==> config.mk <==
export PLATFORM = sky130hd
export DESIGN_NAME = uart_fifo
export DESIGN_NICKNAME = d
export VERILOG_FILES = /design/src/rtl/uart_fifo.sv
export SDC_FILE = /design/constraint.sdc
export NUM_CORES = 1
export LEC_CHECK = 0
export ABC_CLOCK_PERIOD_IN_PS = 4080
export CORE_ASPECT_RATIO = 0.8
export CORE_MARGIN = 2
export CORE_UTILIZATION = 45
export DETAILED_ROUTE_END_ITERATION = 10
export PLACE_DENSITY = 0.59
export SYNTH_ARGS = -nofsm -noshare
export SYNTH_HDL_FRONTEND = slang
export SYNTH_SLANG_ARGS = --single-unit
export TNS_END_PERCENT = 100
==> constraint.sdc <==
create_clock -name Clock -period 4.08 [get_ports Clock]
set_input_delay 0.816 -clock Clock [delete_from_list [all_inputs] [get_ports Clock]]
set_output_delay 0.816 -clock Clock [all_outputs]
set_load 0.02 [all_outputs]
==> src/rtl/uart_fifo.sv <==
// Full-duplex UART with parametrised bit period and data width, independent RX/TX FIFOs,
// and sticky RX overrun / framing error flags. Drop-in for the legacy RS-232 device strobes.
module uart_fifo #(
    parameter int CLKS_PER_BIT = 434,
    parameter int DATA_BITS    = 8,
    parameter int FIFO_DEPTH   = 16
) (
    input  logic                 Clock,
    input  logic                 Reset,
    input  logic                 RxD,
    output logic                 TxD,
    input  logic                 readRX,
    output logic                 charReady,
    output logic [DATA_BITS-1:0] RXchar,
    input  logic                 writeTX,
    input  logic [DATA_BITS-1:0] TXchar,
    output logic                 TXready,
    output logic                 TXidle,
    output logic                 rxOverrun,
    output logic                 rxFrameErr,
    input  logic                 clearErr
);

    localparam int TW = $clog2(CLKS_PER_BIT);
    localparam int BW = $clog2(DATA_BITS + 1);
    localparam int AW = $clog2(FIFO_DEPTH);
    localparam int CW = AW + 1;

    localparam logic [TW-1:0] BIT_LAST  = TW'(CLKS_PER_BIT - 1);
    localparam logic [TW-1:0] HALF_LAST = TW'(CLKS_PER_BIT / 2 - 1);
    localparam logic [BW-1:0] BITS_LAST = BW'(DATA_BITS - 1);
    localparam logic [CW-1:0] DEPTH     = CW'(FIFO_DEPTH);

    typedef enum logic [1:0] {S_IDLE, S_START, S_DATA, S_STOP} state_t;

    // ---------------- RX engine ----------------
    logic                 rx_meta_q, rx_sync_q, rx_prev_q;
    state_t               rx_state_q, rx_state_d;
    logic [TW-1:0]        rx_timer_q, rx_timer_d;
    logic [BW-1:0]        rx_bit_q, rx_bit_d;
    logic [DATA_BITS-1:0] rx_shift_q, rx_shift_d;
    logic                 rx_push, rx_ovr_set, rx_fe_set;
    logic                 rx_overrun_q, rx_overrun_d, rx_frame_err_q, rx_frame_err_d;

    logic [DATA_BITS-1:0] rx_mem_q [FIFO_DEPTH];
    logic [DATA_BITS-1:0] rx_mem_d [FIFO_DEPTH];
    logic [AW-1:0]        rx_wr_q, rx_wr_d, rx_rd_q, rx_rd_d;
    logic [CW-1:0]        rx_count_q, rx_count_d;
    logic                 rx_pop, rx_full;

    assign rx_pop  = readRX && (rx_count_q != '0);
    assign rx_full = (rx_count_q == DEPTH);

    always_comb begin
        rx_state_d = rx_state_q;
        rx_timer_d = rx_timer_q + 1'b1;
        rx_bit_d   = rx_bit_q;
        rx_shift_d = rx_shift_q;
        rx_push    = 1'b0;
        rx_ovr_set = 1'b0;
        rx_fe_set  = 1'b0;
        case (rx_state_q)
            S_IDLE: begin
                rx_timer_d = '0;
                rx_bit_d   = '0;
                // prev must have seen the line high, so a held-low line never retriggers
                if (rx_prev_q && !rx_sync_q) rx_state_d = S_START;
            end
            S_START: begin
                if (rx_timer_q == HALF_LAST) begin
                    rx_timer_d = '0;
                    rx_state_d = rx_sync_q ? S_IDLE : S_DATA;
                end
            end
            S_DATA: begin
                if (rx_timer_q == BIT_LAST) begin
                    rx_timer_d = '0;
                    rx_shift_d = {rx_sync_q, rx_shift_q[DATA_BITS-1:1]};
                    if (rx_bit_q == BITS_LAST) rx_state_d = S_STOP;
                    else                       rx_bit_d   = rx_bit_q + 1'b1;
                end
            end
            S_STOP: begin
                if (rx_timer_q == BIT_LAST) begin
                    rx_timer_d = '0;
                    rx_state_d = S_IDLE;
                    if (!rx_sync_q)                rx_fe_set  = 1'b1;
                    else if (!rx_full || rx_pop)   rx_push    = 1'b1;
                    else                           rx_ovr_set = 1'b1;
                end
            end
            default: rx_state_d = S_IDLE;
        endcase
    end

    always_comb begin
        rx_overrun_d   = (rx_overrun_q && !clearErr) || rx_ovr_set;
        rx_frame_err_d = (rx_frame_err_q && !clearErr) || rx_fe_set;
    end

    always_comb begin
        rx_mem_d = rx_mem_q;
        rx_wr_d  = rx_wr_q;
        rx_rd_d  = rx_rd_q;
        if (rx_push) begin
            rx_mem_d[rx_wr_q] = rx_shift_q;
            rx_wr_d           = rx_wr_q + 1'b1;
        end
        if (rx_pop) rx_rd_d = rx_rd_q + 1'b1;
        case ({rx_push, rx_pop})
            2'b10:   rx_count_d = rx_count_q + 1'b1;
            2'b01:   rx_count_d = rx_count_q - 1'b1;
            default: rx_count_d = rx_count_q;
        endcase
    end

    assign charReady  = (rx_count_q != '0);
    assign RXchar     = charReady ? rx_mem_q[rx_rd_q] : '0;
    assign rxOverrun  = rx_overrun_q;
    assign rxFrameErr = rx_frame_err_q;

    // ---------------- TX engine ----------------
    state_t               tx_state_q, tx_state_d;
    logic [TW-1:0]        tx_timer_q, tx_timer_d;
    logic [BW-1:0]        tx_bit_q, tx_bit_d;
    logic [DATA_BITS-1:0] tx_shift_q, tx_shift_d;
    logic                 txd_q, txd_d, txidle_q, txidle_d;
    logic                 tx_push, tx_pop, tx_full, tx_empty;

    logic [DATA_BITS-1:0] tx_mem_q [FIFO_DEPTH];
    logic [DATA_BITS-1:0] tx_mem_d [FIFO_DEPTH];
    logic [AW-1:0]        tx_wr_q, tx_wr_d, tx_rd_q, tx_rd_d;
    logic [CW-1:0]        tx_count_q, tx_count_d;

    assign tx_full  = (tx_count_q == DEPTH);
    assign tx_empty = (tx_count_q == '0);
    assign tx_push  = writeTX && !tx_full;

    // TxD is registered from the current state's level, so the line trails the FSM by one cycle
    always_comb begin
        tx_state_d = tx_state_q;
        tx_timer_d = tx_timer_q + 1'b1;
        tx_bit_d   = tx_bit_q;
        tx_shift_d = tx_shift_q;
        txd_d      = txd_q;
        tx_pop     = 1'b0;
        case (tx_state_q)
            S_IDLE: begin
                txd_d      = 1'b1;
                tx_timer_d = '0;
                tx_bit_d   = '0;
                if (!tx_empty) begin
                    tx_pop     = 1'b1;
                    tx_shift_d = tx_mem_q[tx_rd_q];
                    tx_state_d = S_START;
                end
            end
            S_START: begin
                txd_d = 1'b0;
                if (tx_timer_q == BIT_LAST) begin
                    tx_timer_d = '0;
                    tx_state_d = S_DATA;
                end
            end
            S_DATA: begin
                txd_d = tx_shift_q[0];
                if (tx_timer_q == BIT_LAST) begin
                    tx_timer_d = '0;
                    tx_shift_d = tx_shift_q >> 1;
                    if (tx_bit_q == BITS_LAST) tx_state_d = S_STOP;
                    else                       tx_bit_d   = tx_bit_q + 1'b1;
                end
            end
            S_STOP: begin
                txd_d = 1'b1;
                if (tx_timer_q == BIT_LAST) begin
                    tx_timer_d = '0;
                    tx_bit_d   = '0;
                    if (!tx_empty) begin
                        tx_pop     = 1'b1;
                        tx_shift_d = tx_mem_q[tx_rd_q];
                        tx_state_d = S_START;
                    end else begin
                        tx_state_d = S_IDLE;
                    end
                end
            end
            default: tx_state_d = S_IDLE;
        endcase
    end

    always_comb begin
        tx_mem_d = tx_mem_q;
        tx_wr_d  = tx_wr_q;
        tx_rd_d  = tx_rd_q;
        if (tx_push) begin
            tx_mem_d[tx_wr_q] = TXchar;
            tx_wr_d           = tx_wr_q + 1'b1;
        end
        if (tx_pop) tx_rd_d = tx_rd_q + 1'b1;
        case ({tx_push, tx_pop})
            2'b10:   tx_count_d = tx_count_q + 1'b1;
            2'b01:   tx_count_d = tx_count_q - 1'b1;
            default: tx_count_d = tx_count_q;
        endcase
        // requiring IDLE on both sides delays reassertion until the stop bit has left the line
        txidle_d = (tx_state_q == S_IDLE) && (tx_state_d == S_IDLE) && (tx_count_d == '0);
    end

    assign TxD     = txd_q;
    assign TXready = !tx_full;
    assign TXidle  = txidle_q;

    // ---------------- state registers ----------------
    always_ff @(posedge Clock) begin
        if (Reset) begin
            rx_meta_q      <= 1'b1;
            rx_sync_q      <= 1'b1;
            rx_prev_q      <= 1'b1;
            rx_state_q     <= S_IDLE;
            rx_timer_q     <= '0;
            rx_bit_q       <= '0;
            rx_shift_q     <= '0;
            rx_overrun_q   <= 1'b0;
            rx_frame_err_q <= 1'b0;
            rx_wr_q        <= '0;
            rx_rd_q        <= '0;
            rx_count_q     <= '0;
            tx_state_q     <= S_IDLE;
            tx_timer_q     <= '0;
            tx_bit_q       <= '0;
            tx_shift_q     <= '0;
            txd_q          <= 1'b1;
            txidle_q       <= 1'b1;
            tx_wr_q        <= '0;
            tx_rd_q        <= '0;
            tx_count_q     <= '0;
        end else begin
            rx_meta_q      <= RxD;
            rx_sync_q      <= rx_meta_q;
            rx_prev_q      <= rx_sync_q;
            rx_state_q     <= rx_state_d;
            rx_timer_q     <= rx_timer_d;
            rx_bit_q       <= rx_bit_d;
            rx_shift_q     <= rx_shift_d;
            rx_overrun_q   <= rx_overrun_d;
            rx_frame_err_q <= rx_frame_err_d;
            rx_wr_q        <= rx_wr_d;
            rx_rd_q        <= rx_rd_d;
            rx_count_q     <= rx_count_d;
            tx_state_q     <= tx_state_d;
            tx_timer_q     <= tx_timer_d;
            tx_bit_q       <= tx_bit_d;
            tx_shift_q     <= tx_shift_d;
            txd_q          <= txd_d;
            txidle_q       <= txidle_d;
            tx_wr_q        <= tx_wr_d;
            tx_rd_q        <= tx_rd_d;
            tx_count_q     <= tx_count_d;
        end
    end

    always_ff @(posedge Clock) begin
        rx_mem_q <= rx_mem_d;
        tx_mem_q <= tx_mem_d;
    end

endmodule
==> results.md, run 1 <==
* Peak supply drop at 0.2783 mV
* Mapped Nets at 889
* Iteration count of the initial detailed-routing pass at 7
* Total via count in the routed design at 7377
* Setup Fix Bufs, Post-CTS at 0
* Cells resized by post-CTS repair at 0
* Minimum clock period after layout at 3.755 ns
* Multiplexer area fraction after synthesis at 14.82%
* Sequential area share after synthesis at 67.38%
* Max stage delay cell, worst path: sky130_fd_sc_hd__mux4_2
* Number of synthesized register bits at 335
* Primary flip-flop cell chosen by synthesis mapping: sky130_fd_sc_hd__edfxtp_1
* Routed WL per cell at 21.35 um
* Worst-path fanout max at 35
* Pin count of the biggest net entering global routing at 58
* DRC at 0
* Post-synth ARST share at 0%
* Post-route clock period utilization at 92.04%
* Fmax at 266.3 MHz
* Total of hold buffers inserted after clock tree synthesis at 0
* Area of the mapped netlist at 13760 um2
* Full die area at 31990 um2
* GRT overflow at 0
* R2R Setup Slk at a little under 0.7 ns
* Worst Hold Class: reg -> reg
* Fraction of post-synthesis cell area in the top cell type by area at 55.89%
* Worst clock skew at 0.02519 ns
* Largest cells by area after synthesis: sky130_fd_sc_hd__edfxtp_1, sky130_fd_sc_hd__mux4_2, sky130_fd_sc_hd__dfxtp_1
* Die Ht at 160.4 um
* RSZ-0062 raised after global routing: no
* Starting utilization of the core area at 45.49%
* CTS tree: built
* Pins Over Slew Limit at 0
* Measured slew at the worst slew-check pin at 0.9216 ns
* Worst path max stage delay at about 0.60 ns
* Initial antenna violation count at 0
* Worst EP required at 3.26 ns
* Proportion of layout cells with a drive suffix above 1 at a little over 20%
* Share of the synthesized area in compound gates (AO/OA/AOI/OAI) at 2.401%
* Critical path data arrival time at 2.94 ns
* Top-Level Pins at 28
* Final hold vios at 0
* Leading cell types by count after synthesis: sky130_fd_sc_hd__edfxtp_1, sky130_fd_sc_hd__nor2_1, sky130_fd_sc_hd__mux4_2
* CTS Buf Count at 35
* Die Width at 199.5 um
* Crit-path most repeated cell: sky130_fd_sc_hd__mux4_2
* Final #Nets at 950
* H-tree depth at 2
* Root Driver: sky130_fd_sc_hd__clkbuf_16
* Type of origin of the critical path: register
* Weighted congestion at the end of routability-driven global placement at 0.7617
* Number of filler cells placed in the layout at 2483
* Cell leakage power at 5.147 nW
* Max-cap viol count at 0
* Simple-gate area share of the yosys netlist at 8.086%
* Layout Cell Area excl Fill at 15810 um2
* Critical-path cell list: buf_12, mux4_2, mux4_2, nor2b_1, clkdlybuf4s50_1
* Worst Path Class, Setup: reg -> out
* Setup TNS at 0 ns
* Vias per inst at 5.481
* Number of buffers between clock root and the deepest sink at 3
* Later-pin clock latency in the skew report at 0.53 ns
* HPWL after detailed placement at 18280 um
* Area after detailed placement at 14670 um2
* Global-route wire length before repair at approximately 45000 um
* Nature of the critical path endpoint: output port
* Adder-cell area share of the yosys netlist at 2.692%
* Remaining antenna violation count after routing at 0
* Family of cells with the greatest summed delay on the critical path: multiplexers
* Result of the run: finished clean
* Synth Instances at 846
* Power density over the cells at 534.0 nW/um2
* Yosys warning total at 0
* Worst relative slew slack at 38.22%
* Average instance area after synthesis at ~16 um2
* Inserted Diodes at 0
* Initial drt markers at 629
* Cell row count at 57
* Number of global-route vias before repair at ~7500
* Dominant combinational cell family by area after synthesis: multiplexers
* Standard cell core area at ~30000 um2
* Post-synth cell types at 54
* Tot GR Track Use at 18.72%
* Port buffer count at 27
* Wire length reported by the detailed router at 28740 um
* Setup-violating endpoint count in the final report at 0
* Area added between synthesis and finish at 14.94%
* Yosys top cell by area: sky130_fd_sc_hd__edfxtp_1
* Sum of buffers and inverters on the critical path at 2
* Count of flip-flops with a built-in enable after synthesis at 256
* Post-synthesis share of cell area spent on xor and xnor gates at 2.674%
* Clock-pin transition on the worst setup and hold timing paths at 0.06 ns
* Cell with the most instances after synthesis: sky130_fd_sc_hd__edfxtp_1
* Num Clock Sinks at 335
-- sequential cells by signal (all words and copies together), names as in the netlist, 4 cells and up, named ones only --
signal and cells:
rx_rd_q 4, tx_rd_q 4, tx_wr_q 4, tx_shift_q 8, rx_mem_q 128, tx_count_q 5, tx_mem_q 128, rx_count_q 5
rx_shift_q 8, rx_bit_q 4, rx_wr_q 4, tx_bit_q 4, rx_timer_q 9, tx_timer_q 9
-- through the flow --
step                util [%]  hold WS, ns  cells  worst slack (ns)  total power (W)
global placement       48.52       0.4060   1283            0.6115         0.005294
CTS                    52.29       0.4128   1346            0.2757         0.008513
global route           52.29       0.4298   1346            0.2238         0.008812
floorplan                  -       0.3895    846             1.116         0.005033
detailed placement     48.52       0.4021   1283            0.5299         0.005362
finish                 52.29       0.4175   1346            0.3248         0.008443
-- final cells by class --
cell class                 count  area, um2  area share, %
sequential                   335       9271          58.64
multi-input combinational    446       4219          26.68
clock buffer                  47      972.2          6.149
timing repair buffer          68      585.6          3.703
tap                          413      516.7          3.268
clock inverter                16      167.7          1.060
inverter                      21      78.83         0.4985
-- logic make-up (layout without fill, tap and decap cells) --
family	Yosys count	after routing
compound gates	46	46
xor+xnor	42	42
fa+ha+maj	29	29
buf+inv	65	152
flops	335	335
mux	103	103
simple gates	226	226
-- routing by layer --
metal	GRT usage (%)	share of wire (%)	wire (um)	vias up
met1	28.66	48	13800	3811
met2	28.05	46	13170	176
li1	-	-	-	3351
met4	5.152	1.7	484	0
met5	0	0	0	-
met3	2.835	4.5	1285	39
-- worst register-to-register path: cells and delay by family (launching register included) --
kind | cells | cell delay [ns]
DFF | 1 | 0.46
xor gates and xnor gates | 1 | 0.09
and+or+nand+nor | 5 | 1.25
AOI/OAI and AO/OA | 3 | 0.49
buffers and inverters | 4 | 0.38
adders and majority gates | 3 | 0.66
-- where the power goes --
group / switching, W / internal (W) / total, W
combinational: 0.000775 / 0.000625 / 0.00140
clock: 0.00127 / 0.00187 / 0.00314
sequential: 0.000134 / 0.00377 / 0.00390
-- cells in the final DEF, fill, tap and decap left out, types with 4 or more instances in the layout --
master,n
sky130_fd_sc_hd__edfxtp_1,256
sky130_fd_sc_hd__nor2_1,110
sky130_fd_sc_hd__mux4_2,80
sky130_fd_sc_hd__dfxtp_1,77
sky130_fd_sc_hd__buf_4,40
sky130_fd_sc_hd__clkbuf_16,36
sky130_fd_sc_hd__nand2_1,29
sky130_fd_sc_hd__ha_1,28
sky130_fd_sc_hd__xor2_1,27
sky130_fd_sc_hd__clkdlybuf4s50_1,26
sky130_fd_sc_hd__inv_1,21
sky130_fd_sc_hd__mux2i_1,21
sky130_fd_sc_hd__a21oi_1,18
sky130_fd_sc_hd__xnor2_1,15
sky130_fd_sc_hd__nor3_1,12
sky130_fd_sc_hd__nor2b_1,11
sky130_fd_sc_hd__nand3_1,11
sky130_fd_sc_hd__nand2b_1,9
sky130_fd_sc_hd__a211oi_1,9
sky130_fd_sc_hd__o21ai_0,8
sky130_fd_sc_hd__nand4_1,8
sky130_fd_sc_hd__clkbuf_1,8
sky130_fd_sc_hd__clkinv_1,5
sky130_fd_sc_hd__clkinv_2,5
sky130_fd_sc_hd__nand4b_1,4
sky130_fd_sc_hd__or2_2,4
-- worst paths after layout --
path	start	end	cells after the start
worst max-delay path	rx_rd_q[0]	RXchar[3]	5
worst min-delay path	rx_meta_q	rx_sync_q	1
worst max register to register	rx_timer_q[0]	rx_count_q[4]	16
worst min register to register	rx_meta_q	rx_sync_q	1
Power figures use the tool's default switching activity.
==> run 2: changes to the inputs <==
- SLEW_MARGIN: default -> 25
==> results of run 2 <==
Same layout as run 1: the final DEF is identical, and so are final timing and power.
==> variant 1, RTL diff (flow settings as in run 1) <==
`rx_shift_q` no longer has a reset.
--- a/src/rtl/uart_fifo.sv
+++ b/src/rtl/uart_fifo.sv
@@ -220,7 +220,6 @@
             rx_state_q     <= S_IDLE;
             rx_timer_q     <= '0;
             rx_bit_q       <= '0;
-            rx_shift_q     <= '0;
             rx_overrun_q   <= 1'b0;
             rx_frame_err_q <= 1'b0;
             rx_wr_q        <= '0;
@@ -242,7 +241,6 @@
             rx_state_q     <= rx_state_d;
             rx_timer_q     <= rx_timer_d;
             rx_bit_q       <= rx_bit_d;
-            rx_shift_q     <= rx_shift_d;
             rx_overrun_q   <= rx_overrun_d;
             rx_frame_err_q <= rx_frame_err_d;
             rx_wr_q        <= rx_wr_d;
@@ -261,6 +259,10 @@
     end
 
     always_ff @(posedge Clock) begin
+        rx_shift_q <= rx_shift_d;
+    end
+
+    always_ff @(posedge Clock) begin
         rx_mem_q <= rx_mem_d;
         tx_mem_q <= tx_mem_d;
     end
Formal check against the unedited RTL: same outputs for any inputs over 10 cycles, from zero or initial values and one cycle with Reset high; that may be too few to reach the edited logic, so the function may still have changed.
==> variant 1 against run 1 <==
Sequential share of layout area grew 0.67 points; setup slack gained 12 ps; sequential cell count is the same; routed wire length shrank 4.9%; design area shrank 0.27%; highest routed layer unchanged; synthesized area grew 0.65%; power shrank 0.84%; largest cell class unchanged; synthesized cell count shrank 0.95%; critical path type unchanged.
==> variant 1: results (changes against run 1) <==
- The distinct cell type count after synthesis is 66 (+22%).
- Yosys attributes the largest share of cell area to sky130_fd_sc_hd__edfxtp_1 57%, sky130_fd_sc_hd__mux4_2 13%, sky130_fd_sc_hd__dfxtp_1 10%, sky130_fd_sc_hd__nor2_1 2.7%, sky130_fd_sc_hd__ha_1 2.5%.
- The static leakage is 5.04 nW (-2.1%).
- The post-layout net count is 927 (-2.4%).
- The share of layout cells above drive strength 1 is 19.9% (-0.58 points).
- The worst-case reg-to-reg path depth was 11 (-5).
- The placed standard-cell area is 14600 um2 (-0.47%).
- The maximum number of pins on one net before global-route repair is 39 (-33%).
- The portion of netlist area occupied by mux cells was 14.0% (-0.86 points).
- In this run the critical register-to-register path is captured at TXidle.
- The adder and majority gate portion of the synthesized area is 2.68% (-0.017 points).
- The worst-case register-to-register setup slack is 600 ps (-90 ps).
- The sequential cell area fraction in the yosys report is 67.5% (+0.15 points).
- The count of flip-flops with a built-in enable after synthesis is 264 (+3.1%).
- The final core area utilization came to 52.0% (-0.26 points).
- The commonest cells after synthesis are 264 x sky130_fd_sc_hd__edfxtp_1, 100 x sky130_fd_sc_hd__nor2_1, 80 x sky130_fd_sc_hd__mux4_2.
- The minimum hold slack is 428 ps (+10.6 ps).
- The tightest min-delay check is of the register to register type.
- The setup slack after placement came to 132 ps (-398 ps).
- The number of global-route vias before repair came to 7576 (+1.0%).
- The detailed-routed wire length on met2 came to 12600 um (-4.6%).
- The via density per instance is 5.53 (+0.88%).
- The total global-route track usage is 17.6% (-1.1 points).
- The transition time at the pin with the least slew margin is 965 ps (+42.9 ps).
- The HPWL after detailed placement was 18000 um (-1.6%).
- The worst hold path stage count is 1 (unchanged).
- The fraction of power spent switching nets was 25.3% (-0.49 points).
- The total length of routed met3 wires is 1440 um (+12%).
- The arrival time reported for the critical path endpoint is 2930 ps (about the same).
- The global-route wire length before repair came to 43500 um (-2.8%).
- The post-synth net total is 881 (-0.90%).
- The total of fill cells in the finished design is 2402 (-3.3%).
- The maximum resistive drop on vdd is 0.351 mV (+26%).
- The maximum clock skew at final layout was 17.6 ps (-7.56 ps).
- The flow ran to the end, and the final reports show no timing, DRC or antenna violations.
- The iteration-0 DRC count of the detailed router is 544 (-14%).
- The complex-gate fraction of the synthesized area is 3.46% (+1.1 points).
- The top routing layer in use is met4.
- The share of the synthesized netlist area taken by xor and xnor gates is 2.40% (-0.27 points).
- The final weighted congestion of routability-driven global placement is 0.812 (+6.6%).
- The count of non-filler cells in the finished layout is 1323 (-1.7%).
- The total wire length after detailed routing is 27300 um (-4.9%).
- The start of the worst register-to-register path is tx_count_q[1].
- The routed metal-1 wirelength is 12900 um (-6.6%).
- The synthesized instance count is 838 (-0.95%).
==> variant 1: cell count changes after synthesis, moves of 8 or more <==
| cell | change |
|---|---|
| sky130_fd_sc_hd__mux2i_1 | -8 |
| sky130_fd_sc_hd__nor2_1 | -10 |
| sky130_fd_sc_hd__edfxtp_1 | +8 |
| sky130_fd_sc_hd__dfxtp_1 | -8 |
==> variant 1: kinds of logic after synthesis <==
logic type / after synthesis
buffers and inverters: 60
multiplexers: 93
adder cells (fa/ha/maj): 29
flip-flops: 335
AND/OR/NAND/NOR: 219
XOR/XNOR: 38
AO/OA/AOI/OAI: 64
==> variant 1: per-layer routing <==
metal	track usage (%)	vias to the layer above
met1	26.0	3740
met4	4.34	0
met3	3.15	37
met5	0	-
li1	-	3336
met2	27.2	202
==> variant 1: critical path, delay by kind of cell, from the launching register on <==
family        cells  cell delay (ps)
mux               2             1100
flops             1              340
buf+inv           2              790
simple gates      1              150
==> variant 1: final cells by class <==
type,count,share of cell area (%)
multi-input cells,443,26.7
well taps,413,3.28
clock inverters,21,1.41
clock buffers,42,5.98
flip-flops and latches,335,59.3
inverters,19,0.452
repair buffers,50,2.86
==> variant 1: worst max path at each step <==
stage	startpoint	end	slack (ps)	cells after the start
CTS	rx_rd_q[0]	RXchar[7]	280	5
global route	rx_rd_q[0]	RXchar[7]	230	5
finish	rx_rd_q[0]	RXchar[6]	340	5
detailed placement	writeTX	TXidle	130	11
global placement	writeTX	TXidle	370	11
floorplan	readRX	rx_count_q[4]	1110	10
==> variant 1: power by group through the flow <==
| stage | logic, mW | registers [mW] | clock network, mW |
|---|---|---|---|
| final | 1.23 | 3.94 | 3.20 |
| after global routing | 1.36 | 3.95 | 3.44 |
| after CTS | 1.23 | 3.94 | 3.28 |
| after detailed placement | 1.22 | 4.01 | 0 |
| after global placement | 1.18 | 4.00 | 0 |
| after floorplan | 0.973 | 3.92 | 0 |
==> variant 2, RTL diff (settings of run 1) <==
Made on the original files. Change the parameter `DATA_BITS` from 8 to 4.
--- a/src/rtl/uart_fifo.sv
+++ b/src/rtl/uart_fifo.sv
@@ -2,7 +2,7 @@
 // and sticky RX overrun / framing error flags. Drop-in for the legacy RS-232 device strobes.
 module uart_fifo #(
     parameter int CLKS_PER_BIT = 434,
-    parameter int DATA_BITS    = 8,
+    parameter int DATA_BITS    = 4,
     parameter int FIFO_DEPTH   = 16
 ) (
     input  logic                 Clock,
Interface: changed (resized RXchar and TXchar); port bits go from 28 to 20. The function was not compared with the original's and may differ.
==> variant 2 against run 1 <==
Power is 42% lower; clock skew is 15 ps lower; design area is 39% lower; global-route usage is 2.0 points lower; synthesized area is 37% lower; register-to-register slack better by 100 ps; critical path depth stayed put; first-iteration DRC count is 38% lower; sequential cell count is 138 lower; setup slack better by 73 ps; routed wire length is 44% lower; critical endpoint is now RXchar[1]; largest power group unchanged.
==> variant 2: results (changes against run 1) <==
- The worst-case register-to-register setup slack came to 790 ps (+100 ps).
- The CTS buffer count was 17 (-51%).
- The detailed-route via count is 4960 (-33%).
- The iteration-0 DRC count of the detailed router is 391 (-38%).
- By area the synthesized netlist is led by sky130_fd_sc_hd__edfxtp_1 45%, sky130_fd_sc_hd__dfxtp_1 16%, sky130_fd_sc_hd__mux4_2 10%, sky130_fd_sc_hd__ha_1 4.4%, sky130_fd_sc_hd__nor2_1 4.4%.
- The global-route wire length before repair is 26200 um (-41%).
- The critical-path maximum fanout is 19 (-46%).
- The minimum hold slack came to 431 ps (+13.3 ps).
- The HPWL after detailed placement is 10900 um (-40%).
- In the final layout, the registers with the most flip-flops are rx_mem_q (64), tx_mem_q (64).
- The final weighted congestion of routability-driven global placement is 0.783 (+2.8%).
- Sorting the synthesized cells by how often they occur yields 128 x sky130_fd_sc_hd__edfxtp_1, 100 x sky130_fd_sc_hd__nor2_1, 69 x sky130_fd_sc_hd__dfxtp_1.
- The clock latency reported for the late side of the worst-skew pair came to 430 ps (-100 ps).
- The share of layout cells above drive strength 1 was 13.9% (-6.5 points).
- The number of global-route vias before repair came to 4949 (-34%).
- The setup slack after placement is 470 ps (-60.1 ps).
- The count of buffers inserted at the top-level ports was 19 (-30%).
- The maximum number of pins on one net before global-route repair is 50 (-14%).
- The transition time at the pin with the least slew margin is 961 ps (+39.3 ps).
- The count of flip-flops with a built-in enable after synthesis is 128 (-50%).
- The sequential cell area fraction in the yosys report is 60.6% (-6.7 points).
- The average wire length per cell after detail routing is 17.5 um (-18%).
- The post-layout net count is 688 (-28%).
- The flow ran to the end, and the final reports show no timing, DRC or antenna violations.
- The distinct cell type count after synthesis is 61 (+13%).
- The buffer levels on the longest clock path is 2 (-1).
- The H-tree depth is 4 (+2).
- The total global-route track usage is 16.7% (-2.0 points).
## variant 2: cell families after synthesis
group                    after synthesis  share of synthesized area (%)
multiplexers                          56                           12.3
XOR/XNOR                              32                           3.25
flip-flops                           197                           60.6
buffers and inverters                 54                           2.70
AND/OR/NAND/NOR                      212                           12.1
AO/OA/AOI/OAI                         55                           4.36
adder cells (fa/ha/maj)               31                           4.59
## variant 2: per-stage QoR
stage / instances / area (um2)
finish: 918 / 9610
global route: 918 / 9610
CTS: 918 / 9610
detailed placement: 886 / 9000
global placement: 886 / 9000
floorplan: 637 / 8620
## variant 2: where the power goes
group | total [mW] | switching, mW | internal, mW
logic | 0.849 | 0.444 | 0.405
registers | 2.32 | 0.124 | 2.19
clock network | 1.71 | 0.766 | 0.944
total | 4.87 | 1.33 | 3.54
## variant 2: layout make-up
cell class / count / area share [%]
multi-input cells: 386 / 32.9
well taps: 258 / 3.36
repair buffers: 22 / 2.16
clock inverters: 13 / 1.71
clock buffers: 19 / 4.61
flip-flops and latches: 197 / 54.4
inverters: 23 / 0.899
## variant 2: layer usage
layer / up-vias / share of wire, % / global-route usage, %
met3: 15 / 4.2 / 3.27
met1: 2487 / 48 / 22.6
met5: - / 0 / 0
met4: 0 / 1.3 / 5.83
li1: 2355 / - / -
met2: 103 / 47 / 27.4
## variant 2: worst max path at each step
stage	start	end	slack [ps]	cells after the start
floorplan	rx_timer_q[6]	rx_count_q[4]	1110	13
global placement	writeTX	TXidle	630	9
detailed placement	writeTX	TXidle	470	11
CTS	rx_rd_q[0]	RXchar[1]	350	5
global route	rx_rd_q[0]	RXchar[1]	260	5
finish	rx_rd_q[0]	RXchar[1]	400	5
## variant 2: worst max-delay path: cells and delay by family, from the launching register on
kind | cells | cell delay (ps)
muxes | 2 | 1080
buffers and inverters | 2 | 890
DFF | 1 | 320
and+or+nand+nor | 1 | 140
